[src/rtl/alu_exec_unit.sv]
// Execute-stage ALU with registered result/flags and valid/ready handshakes.
// Define ALU_MUL_EN to build in the iterative shift-add multiplier for code 1001.
module alu_exec_unit #(
  parameter  int WIDTH = 32,
  localparam int SW    = $clog2(WIDTH)
) (
  input  logic             Clk,
  input  logic             Reset_n,
  input  logic             InValid,
  output logic             InReady,
  input  logic [3:0]       ALUControl,
  input  logic [WIDTH-1:0] A,
  input  logic [WIDTH-1:0] B,
  input  logic [SW-1:0]    Shamt,
  output logic             OutValid,
  input  logic             OutReady,
  output logic [WIDTH-1:0] Result,
  output logic             Zero,
  output logic             Overflow,
  output logic             Err
);

  localparam logic [3:0] OP_AND = 4'b0000, OP_OR  = 4'b0001, OP_ADD = 4'b0010,
                         OP_XOR = 4'b0011, OP_NOR = 4'b0100, OP_SLL = 4'b0101,
                         OP_SUB = 4'b0110, OP_SLT = 4'b0111, OP_SRL = 4'b1000,
                         OP_MUL = 4'b1001, OP_GEZ = 4'b1010, OP_GTZ = 4'b1011,
                         OP_LEZ = 4'b1100, OP_LTZ = 4'b1101;

  logic             out_valid_q, out_valid_d;
  logic [WIDTH-1:0] result_q, result_d;
  logic             zero_q, zero_d, ovf_q, ovf_d, err_q, err_d;
  logic             accept;

  logic [WIDTH-1:0] alu_res, sum, diff;
  logic             alu_ovf, alu_err, a_neg, a_zero;

`ifdef ALU_MUL_EN
  typedef enum logic {S_IDLE, S_MUL} state_t;
  state_t           state_q, state_d;
  logic [WIDTH-1:0] mcand_q, mcand_d, mplier_q, mplier_d, acc_q, acc_d, acc_nx;
  logic [SW-1:0]    cnt_q, cnt_d;

  assign InReady = (state_q == S_IDLE) && (!out_valid_q || OutReady);
`else
  assign InReady = !out_valid_q || OutReady;
`endif

  assign accept = InValid && InReady;
  assign sum    = A + B;
  assign diff   = A - B;
  assign a_neg  = A[WIDTH-1];
  assign a_zero = (A == '0);

  // Single-cycle datapath; MUL lands in the reserved arm when the engine is absent.
  always_comb begin
    alu_res = '0;
    alu_ovf = 1'b0;
    alu_err = 1'b0;
    case (ALUControl)
      OP_AND: alu_res = A & B;
      OP_OR:  alu_res = A | B;
      OP_XOR: alu_res = A ^ B;
      OP_NOR: alu_res = ~(A | B);
      OP_SLL: alu_res = B << Shamt;
      OP_SRL: alu_res = B >> Shamt;
      OP_ADD: begin
        alu_res = sum;
        alu_ovf = (A[WIDTH-1] == B[WIDTH-1]) && (sum[WIDTH-1] != A[WIDTH-1]);
      end
      OP_SUB: begin
        alu_res = diff;
        alu_ovf = (A[WIDTH-1] != B[WIDTH-1]) && (diff[WIDTH-1] != A[WIDTH-1]);
      end
      OP_SLT: alu_res[0] = $signed(A) < $signed(B);
      OP_GEZ: alu_res[0] = !a_neg;
      OP_GTZ: alu_res[0] = !a_neg && !a_zero;
      OP_LEZ: alu_res[0] = a_neg || a_zero;
      OP_LTZ: alu_res[0] = a_neg;
      default: alu_err = 1'b1;
    endcase
  end

  always_comb begin
    out_valid_d = out_valid_q && !OutReady;
    result_d    = result_q;
    zero_d      = zero_q;
    ovf_d       = ovf_q;
    err_d       = err_q;
`ifdef ALU_MUL_EN
    state_d  = state_q;
    mcand_d  = mcand_q;
    mplier_d = mplier_q;
    acc_d    = acc_q;
    cnt_d    = cnt_q;
    acc_nx   = mplier_q[0] ? acc_q + mcand_q : acc_q;
    if (state_q == S_MUL) begin
      acc_d    = acc_nx;
      mcand_d  = mcand_q << 1;
      mplier_d = mplier_q >> 1;
      cnt_d    = cnt_q + 1'b1;
      if (cnt_q == SW'(WIDTH-1)) begin
        result_d    = acc_nx;
        zero_d      = (acc_nx == '0);
        ovf_d       = 1'b0;
        err_d       = 1'b0;
        out_valid_d = 1'b1;
        state_d     = S_IDLE;
      end
    end else
`endif
    if (accept) begin
`ifdef ALU_MUL_EN
      if (ALUControl == OP_MUL) begin
        mcand_d  = A;
        mplier_d = B;
        acc_d    = '0;
        cnt_d    = '0;
        state_d  = S_MUL;
      end else
`endif
      begin
        result_d    = alu_res;
        zero_d      = (alu_res == '0);
        ovf_d       = alu_ovf;
        err_d       = alu_err;
        out_valid_d = 1'b1;
      end
    end
  end

  always_ff @(posedge Clk or negedge Reset_n) begin
    if (!Reset_n) begin
      out_valid_q <= 1'b0;
      result_q    <= '0;
      zero_q      <= 1'b0;
      ovf_q       <= 1'b0;
      err_q       <= 1'b0;
`ifdef ALU_MUL_EN
      state_q     <= S_IDLE;
      mcand_q     <= '0;
      mplier_q    <= '0;
      acc_q       <= '0;
      cnt_q       <= '0;
`endif
    end else begin
      out_valid_q <= out_valid_d;
      result_q    <= result_d;
      zero_q      <= zero_d;
      ovf_q       <= ovf_d;
      err_q       <= err_d;
`ifdef ALU_MUL_EN
      state_q     <= state_d;
      mcand_q     <= mcand_d;
      mplier_q    <= mplier_d;
      acc_q       <= acc_d;
      cnt_q       <= cnt_d;
`endif
    end
  end

  assign OutValid = out_valid_q;
  assign Result   = result_q;
  assign Zero     = zero_q;
  assign Overflow = ovf_q;
  assign Err      = err_q;

endmodule

[config.mk]
export PLATFORM = sky130hd
export DESIGN_NAME = alu_exec_unit
export DESIGN_NICKNAME = d
export VERILOG_FILES = /design/src/rtl/alu_exec_unit.sv
export SDC_FILE = /design/constraint.sdc
export NUM_CORES = 1
export LEC_CHECK = 0
export CAP_MARGIN = 0
export CORE_ASPECT_RATIO = 2
export CORE_MARGIN = 3
export CORE_UTILIZATION = 40
export CTS_BUF_LIST = sky130_fd_sc_hd__clkbuf_16
export DETAILED_ROUTE_END_ITERATION = 16
export PLACE_DENSITY_LB_ADDON = 0.15
export SYNTH_ARGS = -nofsm -noshare
export SYNTH_HDL_FRONTEND = slang
export SYNTH_SLANG_ARGS = --single-unit
[constraint.sdc]
create_clock -name Clk -period 5.4 [get_ports Clk]
set_input_delay 1.08 -clock Clk [delete_from_list [all_inputs] [get_ports Clk]]
set_output_delay 1.08 -clock Clk [all_outputs]
set_load 0.02 [all_outputs]
# == After elaboration in Yosys (flattened, before gate mapping) ==
# Cells that the tools add are included.
# classes
n_addsub,2
n_lt_le_gt_ge,1
eq_ne,16
shifts,2
muxes,5
bitwise,4
n_reduce_logical,15
# op_table
op,count
$pmux 31 s8,1
$logic_not 32->1,2
$add 32x32->32,1
$and 32x32->32,1
$lt 32x32->1,1
$not 32->32,1
$or 32x32->32,1
$shl 32x5->32,1
$shr 32x5->32,1
$sub 32x32->32,1
$xor 32x32->32,1
$eq 4x4->1 const B,5
$eq 4x3->1 const B,4
$pmux 1 s13,1
$reduce_or 13->1,1
$eq 4x2->1 const B,2
$logic_and 1x1->1,5
$eq 4x1->1 const B,1
$logic_not 1->1,4
$logic_not 4->1,1
$ne 1x1->1,3
$logic_or 1x1->1,2
$mux 1,2
$pmux 1 s2,1
$eq 1x1->1,1
# word_totals
regBits,36
in_bits,77
out_inout_bits,37
elab_cells,50

# == Longest topological paths before layout ==
# logic_depth
ltp_word,5
mapped_depth,18
depth_no_buf,14

# == Worst setup path after synthesis ==
# No wires, ideal clock.
# synth_path
path_kind,input -> register
start,in B[5]
end,reg zero_q (netlist: Zero)
setup_ns,0.076
arrival_time_ns,4.437
t_required_ns,5.324
path_slack_ns,0.887
stages,15
path_buffers,2
path_cell_list,clkbuf_1 -> inv_1 -> ha_1 -> buf_2 -> and3_1 -> a221oi_2 -> xnor2_1 -> a22oi_1 -> and3_1 -> or3b_1 -> or4_1 -> or4_1 -> nor4b_2 -> nand4_1 -> o21ai_1
# synth_between
elab_chain_cells,4
elab_cells_between_ends,12
cone_classes,add/sub: 2; order compare: 1; shift: 2; mux: 2; bitwise: 4; reduce/logical: 1
# synth_lines
element,line,source
"start, declared",13,"input logic [WIDTH-1:0] B,"
"parallel branches: the longest is 3 deep, another holds $sub 32x32->32",--,
$logic_not 32->1 (*),123,zero_d = (alu_res == '0);
"end signal, assigned",148,zero_q <= zero_d;
"end, declared",31,"logic zero_q, zero_d, ovf_q, ovf_d, err_q, err_d;"
# Every way passes the cells marked *.
# A chain may end at the register's enable or synchronous reset.

# == Worst setup path in the final report ==
# layout_path
start,in B[1]
end,reg zero_q (netlist: Zero)
# The elaborated chain is that of the path after synthesis.

==> impl_metrics.yaml <==
drt:
  vias: 15000
  drt_pass1_iterations: 7
  viasPerCell: 6.95
  ant_nets: 0
  wl_per_cell_um: 31.8
  drt-total-wl_mm: 68.7
  drtIter0Drc: 1619
  drc: 0
synthesis:
  synth_top_family_by_area: "compound AO/OA/AOI/OAI gates"
  synthXorXnorAreaFrac_pct: 1.07
  synth_fa_ha_area_share_pct: 11.1
  yosys.area_share.simple_pct: 19.9
  synth_area_mm2: 0.0115
  synth_compound_area_share_pct: 33.2
  async_flop_share_pct: 100
  syn_area_per_cell_um2: 7.31
  ys.flop_type: "dfrtp_1"
  synth_warnings: 0
  synth_cell_types: 88
  yosys-top-cells-area: "ha_1 11%, mux4_2 9.0%, dfrtp_1 7.8%"
  muxShareOfSynthArea_pct: 18.1
  yosysSeqAreaShare_pct: 7.85
  yosys.area.top_type: "ha_1"
  synth_nets: 1747
  synth_cells: 1569
  ys_ff_latch: 36
  netlist.area_leader.share_pct: 10.8
  synth_edf_count: 0
floorplanning:
  rows: 87
  initial_core_util_pct: 40.7
  die-area_mm2: 0.0309
  die_h_um: 246
  io_pins: 114
  fp.dieW_um: 126
  core_area_mm2: 0.0282
cts:
  clkTransAtPathRegs_ns: 0.05
  cts_tree: "built"
  holdBufCountCts: 0
  cts_sinks: 36
  clk_latency_ns: 0.30
  numCtsBuffers: 5
  root_buffer: "clkbuf_16"
  cts_buffer_depth: 2
  htreeDepth: 2
  cts_resized: 0
  postCtsSetupBuffers: 0
critical_path:
  endpoint_kind: "flop"
  r2r_start: "OutValid$_DFF_PN0_"
  crit_required_ns: 5.62
  cp-startpoint: "B[1]"
  cp_data_arrival_time_ns: 5.45
  cp-start-kind: "input pin"
  path_class: "input pin to flop"
  path_max_fanout: 5
placement:
  placed_area_mm2: 0.0144
  hpwl_mm: 57.2
  port_buffers: 113
  gp_congestion: 1.09
timing:
  tns_ns: 0
  worst_slew_pin_slew_ns: 1.05
  rsz0062_at_grt: "false"
  period_minus_slack_ns: 5.23
  whs_ns: 0.475
  setup_violations: 0
  timing.fmax_mhz: 191
  skew_ns: 0.00370
  period_share_pct: 96.8
  hold_viol: 0
  timing.slew.headroom_pct: 29.8
  drv_slew: 0
pwr:
  p_sw_share_pct: 49.7
  p_int_mw: 1.16
  p_switching_mw: 1.14
  combinationalPowerShare_pct: 72.7
  peakVddDrop_mv: 0.160
  leakage_nw: 6.29
  pwr-share-clk_pct: 12.4
  p_per_area_mw_per_mm2: 158
  pwr-share-seq_pct: 14.8
final_layout:
  design_area_mm2: 0.0146
  area_delta_synth_final_pct: 27.1
  fill_cells: 2893
  final_net_count: 1982
  drive_above_1_share_pct: 20.7
flow_run:
  maxCapViolations: 0
global_route:
  grt_pass1_vias: 14800
  grt_usage_pct: 42.8
  grt_max_degree: 55
  grt_pass1_wl_mm: 98.3
  antenna_found_initial: 1
  grt_overflow: 0
worst_hold_path:
  hold_class: "flop to flop"
  min_from: "Result[23]$_DFFE_PN0P_"
status:
  status: "completed"
kinds of logic (layout without fill, tap and decap cells):
logic type                 Yosys count  after routing
AOI/OAI and AO/OA                  549            549
and+or+nand+nor                    485            485
buffers and inverters              239            474
muxes                              145            145
adders and majority gates          101            101
DFF                                 36             36
xor gates and xnor gates            14             14
other                                0              1
cells in the mapped netlist, types with 10 or more instances:
library cell and count:
and3_1 10, and2_1 10, o221ai_1 22, o211ai_1 21
inv_1 100, a211oi_1 42, nand2b_1 17, nor4_1 18
a31oi_1 17, nor3_1 37, a22oi_1 23, o21ai_0 94
a221oi_1 18, nor2_1 134, clkbuf_1 89, nand2_1 156
mux2_2 35, buf_2 23, nand3_1 28, a211o_1 10
nor2b_1 13, a2111oi_0 14, mux2i_1 60, a21o_1 21
buf_1 11, a221o_1 11, dfrtp_1 36, o21bai_1 12
xnor2_1 13, nand4_1 17, ha_1 99, a21oi_1 108
o22ai_1 30, o31ai_1 15, mux4_2 46
placed cells by master (no fill, tap or decap), drive strengths merged, types with 14 or more instances in the layout:
cell,instances
a22oi,23
mux4,46
nand2,156
o22ai,30
a21o,21
ha,99
o21ai,96
nand4,17
a211oi,42
o221ai,22
a2111oi,14
clkdlybuf4s50,105
o211ai,21
a21oi,108
nor3,37
nor4,18
nor2,134
a221oi,19
mux2i,61
buf,257
mux2,38
nand3,28
nand2b,17
inv,100
dfrtp,36
o31ai,15
a31oi,17
worst paths after layout:
path / end / slack (ns) / cells past startpoint
min reg2reg: Result[23]$_DFFE_PN0P_ / 0.47 / 2
max: Zero$_DFFE_PN0P_ / 0.17 / 14
max reg2reg: Zero$_DFFE_PN0P_ / 1.94 / 11
min in group asynchronous: Result[1]$_DFFE_PN0P_ / 0.87 / 1
max in group asynchronous: Result[31]$_DFFE_PN0P_ / 4.01 / 1
min: Result[23]$_DFFE_PN0P_ / 0.47 / 2
state kept, by name, indices dropped and copies added, names as in the netlist:
name and count:
Err 1, OutValid 1, Result 32, Overflow 1, Zero 1
routing by layer:
layer | wire [um] | global-route usage, %
met1 | 21800 | 42.9
met4 | 9170 | 43.6
met2 | 33000 | 73.9
met5 | 0 | 0
met3 | 4670 | 4.96
cell type report:
class	instances	area, um^2	area share [%]
diodes	1	2.50	0.0172
clock buffers	5	125	0.858
clock inverters	2	7.51	0.0515
inverters	103	387	2.65
multi-input cells	1294	9630	66.0
flip-flops and latches	36	901	6.18
well taps	356	445	3.05
repair buffers	364	3090	21.2
critical path: stages:
cell             delay (ns)
clkdlybuf4s50_1        0.63
inv_1                  0.13
ha_1                   0.33
a21o_1                 0.19
a21oi_1                0.28
o22a_1                 0.20
a21oi_1                0.05
or3_1                  0.40
or3b_1                 0.35
or4_1                  0.47
or4_1                  0.64
nor4b_4                0.41
nand4_1                0.14
o21ai_1                0.14
power by group through the flow:
| stage | registers, mW | logic [mW] | clock network (mW) |
|---|---|---|---|
| 2_1_floorplan | 0.404 | 0.790 | 0 |
| 3_3_place_gp | 0.343 | 1.61 | 0 |
| 3_5_place_dp | 0.347 | 1.61 | 0 |
| 4_1_cts | 0.342 | 1.62 | 0.297 |
| 5_1_grt | 0.348 | 1.74 | 0.300 |
| 6_report | 0.341 | 1.67 | 0.286 |
metrics by stage:
step                cells  power [mW]  util (%)  setup slack (ns)
CTS                  2160        2.26      51.6            0.0278
finish               2161        2.30      51.7             0.173
global placement     2153        1.95      51.1            -0.241
detailed placement   2153        1.96      51.1            -0.251
global route         2160        2.39      51.7            0.0123
floorplan            1569        1.19         -             0.887
Power figures use the tool's default switching activity.
==> RTL edit 1 (same settings) <==
The option `ALU_MUL_EN` is turned on by a define.
--- a/src/rtl/alu_exec_unit.sv
+++ b/src/rtl/alu_exec_unit.sv
@@ -1,4 +1,6 @@
 // Execute-stage ALU with registered result/flags and valid/ready handshakes.
 // Define ALU_MUL_EN to build in the iterative shift-add multiplier for code 1001.
+`define ALU_MUL_EN
+
 module alu_exec_unit #(
   parameter  int WIDTH = 32,
Behaviour: not the same (a bounded check fails within 4 cycles, from zero or initial values and one cycle with Reset_n low).
==> RTL edit 1 against the original RTL <==
- design area grew 58%
- area after synthesis increased by 56%
- first-iteration DRC count grew 38%
- routed wire length is 38% higher
- total power increased to 4.0 times the old value
- sequential cell count is 102 higher
- non-clock buffer count grew 173
- sequential power grew to 5.6 times the old value
- worst hold slack improved by 0.028 ns
- sequential share of layout area is 8.9 points higher
- clock skew is 0.0097 ns higher
- worst setup slack gained 0.045 ns
- largest cell class unchanged
- highest routed layer unchanged
==> RTL edit 1: results (changes against the original RTL) <==
[place]
dp_hpwl_um=78900  ; was 57,200 µm
gp_congestion=1.06  ; was 1.09
place_inst=3281  ; was 2,153
place_area_mm2=0.0223  ; was 0.0144 mm²

[detailed_routing]
wirelength_um=95100  ; was 68,700 µm
first_pass_iters=6  ; was 7
vias_per_cell=6.43  ; was 6.95
drt_first_iter_violations=2240  ; was 1,619
routedWlPerCell_um=28.7  ; was 31.8 µm

[global_route]
grt_max_degree=71  ; was 55
antenna_found_initial=0  ; was 1
grt_pass1_wl_um=139000  ; was 98,300 µm
grt_pass1_vias=21381  ; was 14,752

[synth]
syn_inst=2380  ; was 1,569
synth_top_cells_by_count=nor2_1, nand2_1, a21oi_1, o21ai_0, clkbuf_1  ; was nand2_1, nor2_1, a21oi_1, inv_1, ha_1
yosysSeqAreaShare_pct=19.3  ; was 7.85%
synthesis.nets=2592  ; was 1,747
synthTopCellsByArea=dfrtp_1, ha_1, nor2_1  ; was ha_1, mux4_2, dfrtp_1
synthDistinctLibCells=89  ; was 88

[cts]
clkTransAtPathRegs_ns=0.07  ; was 0.05 ns
clkLatencyLatePin_ns=0.46  ; was 0.30 ns
cts_buffers=17  ; was 5
cts_max_level=4  ; was 2

[floorplanning]
initial_core_util_pct=40.5  ; was 40.7%

[finish]
diodes=0  ; was 1
nFillCells=4391  ; was 2,893
fin_nets=2957  ; was 1,982
layout-drive-gt1-share_pct=21.0  ; was 20.7%

[power]
max-vdd-ir-drop_uv=219  ; was 160 µV
total_leakage_power_nw=9.89  ; was 6.29 nW

[status]
outcome=finished, final reports clean  ; unchanged

[timing]
worst_pin_slew_ns=1.36  ; was 1.05 ns

RTL edit 1: cell count changes in the layout (fill, tap and decap cells not counted), sizes merged, moves of 33 or more:
cell / delta
nor2: +190
buf: +174
dfrtp: +102
nand2: +71
o21ai: +70
a21oi: +69
o22ai: +61
ha: +33
RTL edit 1: final timing paths:
check / depth (start not counted) / slack, ns / end / from
setup / recovery: 17 / 0.22 / Result[31] / B[1]
hold reg to reg: 2 / 0.50 / mplier_q[7] / mplier_q[7]
setup reg to reg: 14 / 0.82 / Zero / acc_q[0]
max in group asynchronous: 2 / 3.73 / mplier_q[1] / Reset_n
hold / removal: 2 / 0.50 / mplier_q[7] / mplier_q[7]
min in group asynchronous: 1 / 0.54 / acc_q[27] / Reset_n
RTL edit 1: through the flow:
| step | TNS (ns) | worst slack, ns |
|---|---|---|
| after floorplan | 0 | 0.767 |
| after global placement | -1.15 | -0.429 |
| after detailed placement | -1.11 | -0.418 |
| after CTS | 0 | 0.0367 |
| after global routing | 0 | 0.0571 |
| final | 0 | 0.218 |
RTL edit 1: what timing repair did:
action	in CTS	in global routing
gates resized for setup	0	5
setup endpoints to repair	0	2
setup buffers	0	0
RTL edit 1: power breakdown:
part | internal [mW] | switching [mW]
clock | 0.821 | 0.522
sequential | 1.51 | 0.399
combinational | 2.47 | 3.49
total | 4.80 | 4.41
RTL edit 1: per-layer routing:
layer / part of all wire, % / GRT usage, %
met5: 0 / 0
met4: 10 / 30.7
met3: 5.5 / 5.06
met2: 50 / 69.5
met1: 34 / 41.2
RTL edit 1: worst max-delay path, cell delays in order:
cell and delay (ns):
clkdlybuf4s50_1 0.64, inv_1 0.11, ha_1 0.32, o21bai_1 0.26
nand3_1 0.21, a2111oi_1 0.56, buf_4 0.21, nor4_2 0.09
o41ai_4 0.41, a221o_1 0.25, o22ai_1 0.13, or4_1 0.45
and4_1 0.19, o21ai_1 0.28, buf_4 0.17, nor2_1 0.03
o21ai_0 0.15
RTL edit 1: layout make-up:
| class | instances | area share, % |
|---|---|---|
| Tap cell | 555 | 3.02 |
| Multi-Input combinational cell | 1934 | 58.0 |
| Timing Repair Buffer | 537 | 19.2 |
| Clock inverter | 15 | 0.964 |
| Inverter | 117 | 1.92 |
| Clock buffer | 17 | 1.85 |
| Sequential cell | 138 | 15.0 |
RTL edit 1: cells by family (layout without fill, tap and decap cells):
family,after synthesis,count (layout),share of synthesized area [%]
simple gates,801,801,20.2
compound gates,799,799,29.7
buf+inv,308,686,6.75
mux,167,167,13.0
flops,138,138,19.3
fa+ha+maj,135,135,9.56
xor+xnor,32,32,1.57
==> RTL edit 2 (same settings) <==
Without the edit above. Take the reset off `result_q` and load it in a clocked block of its own.
--- a/src/rtl/alu_exec_unit.sv
+++ b/src/rtl/alu_exec_unit.sv
@@ -132,5 +132,4 @@
     if (!Reset_n) begin
       out_valid_q <= 1'b0;
-      result_q    <= '0;
       zero_q      <= 1'b0;
       ovf_q       <= 1'b0;
@@ -145,5 +144,4 @@
     end else begin
       out_valid_q <= out_valid_d;
-      result_q    <= result_d;
       zero_q      <= zero_d;
       ovf_q       <= ovf_d;
@@ -159,4 +157,8 @@
   end
 
+  always_ff @(posedge Clk) begin
+    result_q <= result_d;
+  end
+
   assign OutValid = out_valid_q;
   assign Result   = result_q;
Function: changed (a bounded check fails within 4 cycles, from zero or initial values and one cycle with Reset_n low).
==> RTL edit 2 against the original RTL <==
- worst setup slack improved by 0.083 ns
- worst hold slack improved by 0.014 ns
- total power decreased by 2.8%
- combinational power decreased by 7%
- cell count decreased by 0.93%
- via count decreased by 1.6%
- routed wire length decreased by 2.5%
- area after synthesis increased by 0.74%
- sequential cell count unchanged
- design area increased by 1.9%
- first-iteration DRC count increased by 7.4%
- largest power group unchanged
==> RTL edit 2: results (changes against the original RTL) <==
[place]
dp_slack_ns=-0.346  ; was -0.251 ns
gp_congestion=1.08  ; was 1.09
place_area_mm2=0.0146  ; was 0.0144 mm²
dp_hpwl_um=55500  ; was 57,200 µm

[timing]
final.setup_skew_ns=0.00447  ; was 0.00370 ns
worst_pin_slew_ns=1.27  ; was 1.05 ns
hold_slack_ns=0.489  ; was 0.475 ns

[synth]
synthesis.nets=1708  ; was 1,747
synth_top_flop_cell=edfxtp_1  ; was dfrtp_1
synthTopCellsByArea=mux4_2, ha_1, edfxtp_1  ; was ha_1, mux4_2, dfrtp_1
syn_area_per_cell_um2=7.56  ; was 7.31 µm²
yosysSeqAreaShare_pct=9.18  ; was 7.85%
ys_async_sr_fraction_pct=11.1  ; was 100%
synth_top_cells_by_count=nand2_1, nor2_1, inv_1, ha_1, a21oi_1  ; was nand2_1, nor2_1, a21oi_1, inv_1, ha_1

[detailed_routing]
wl_met1_um=22400  ; was 21,800 µm
wl_met3_um=4520  ; was 4670 µm
wirelength_um=67000  ; was 68,700 µm
met2WireLength_um=32300  ; was 33,000 µm
drt_first_iter_violations=1739  ; was 1,619
vias=14774  ; was 15,015

[global_route]
grt_pass1_wl_um=96300  ; was 98,300 µm
met3_usage_pct=4.49  ; was 4.96%
groute.usage.overall_pct=41.8  ; was 42.8%
grtUsageMet1_pct=44.5  ; was 42.9%

[cts]
cts_buffers=5  ; unchanged

[hold_path]
hp-start=Overflow  ; was Result[23]
hold_path_end=Overflow  ; was Result[23]

[setup_path]
r2r_cells=9  ; was 11
reg2reg_slack_ns=2.88  ; was 1.94 ns
crit_start=B[22]  ; was B[1]
arrival_ns=5.33  ; was 5.45 ns

[status]
outcome=finished, final reports clean  ; unchanged

[finish]
final_cell_count_no_fill=2141  ; was 2,161
fin_nets=1961  ; was 1,982

[power]
total_leakage_power_nw=6.36  ; was 6.29 nW

RTL edit 2: cell type report:
class | instances | area, µm²
tap | 356 | 445
antenna | 1 | 2.50
inverter | 104 | 390
sequential | 36 | 1060
multi-input combinational | 1255 | 9570
clock inverter | 3 | 37.5
timing repair buffer | 381 | 3230
clock buffer | 5 | 125
fill | 2787 | 13400
RTL edit 2: kinds of logic (layout without fill, tap and decap cells):
group	Yosys count	in the layout	synth area share (%)
other	0	1	0
DFF	36	36	9.18
AOI/OAI and AO/OA	485	485	29.7
xor gates and xnor gates	13	13	0.985
and+or+nand+nor	510	510	21.4
adders and majority gates	101	101	11.1
buffers and inverters	239	493	8.52
muxes	146	146	19.2
RTL edit 2: critical path, cell delays in order:
cell	delay [ns]
clkdlybuf4s50_1	0.53
mux4_2	0.55
mux4_2	0.64
nor2b_1	0.19
or4_4	0.42
or3b_1	0.45
nor4b_2	0.28
nand4bb_1	0.30
nor4_4	0.33
buf_4	0.15
nand4b_1	0.10
o41ai_2	0.30
RTL edit 2: where the power goes:
| part | internal, mW | leakage, nW | switching (mW) |
|---|---|---|---|
| logic | 0.628 | 5.92 | 0.929 |
| registers | 0.338 | 0.364 | 0.00676 |
| clock network | 0.215 | 0.0789 | 0.121 |
RTL edit 2: worst max-delay path by stage:
| stage | cells past startpoint | endpoint | slack (ns) |
|---|---|---|---|
| 4_1_cts | 17 | Zero | 0.03 |
| 6_report | 12 | Zero | 0.26 |
| 2_1_floorplan | 15 | Zero | 1.01 |
| 5_1_grt | 17 | Zero | 0.02 |
| 3_3_place_gp | 17 | Zero | -0.29 |
| 3_5_place_dp | 17 | Zero | -0.35 |
RTL edit 2: what timing repair did:
action / 4_1_cts / 5_1_grt
pin swaps: 0 / 2
gates resized for setup: 1 / 13
setup buffers: 0 / 1
setup endpoints to repair: 1 / 1
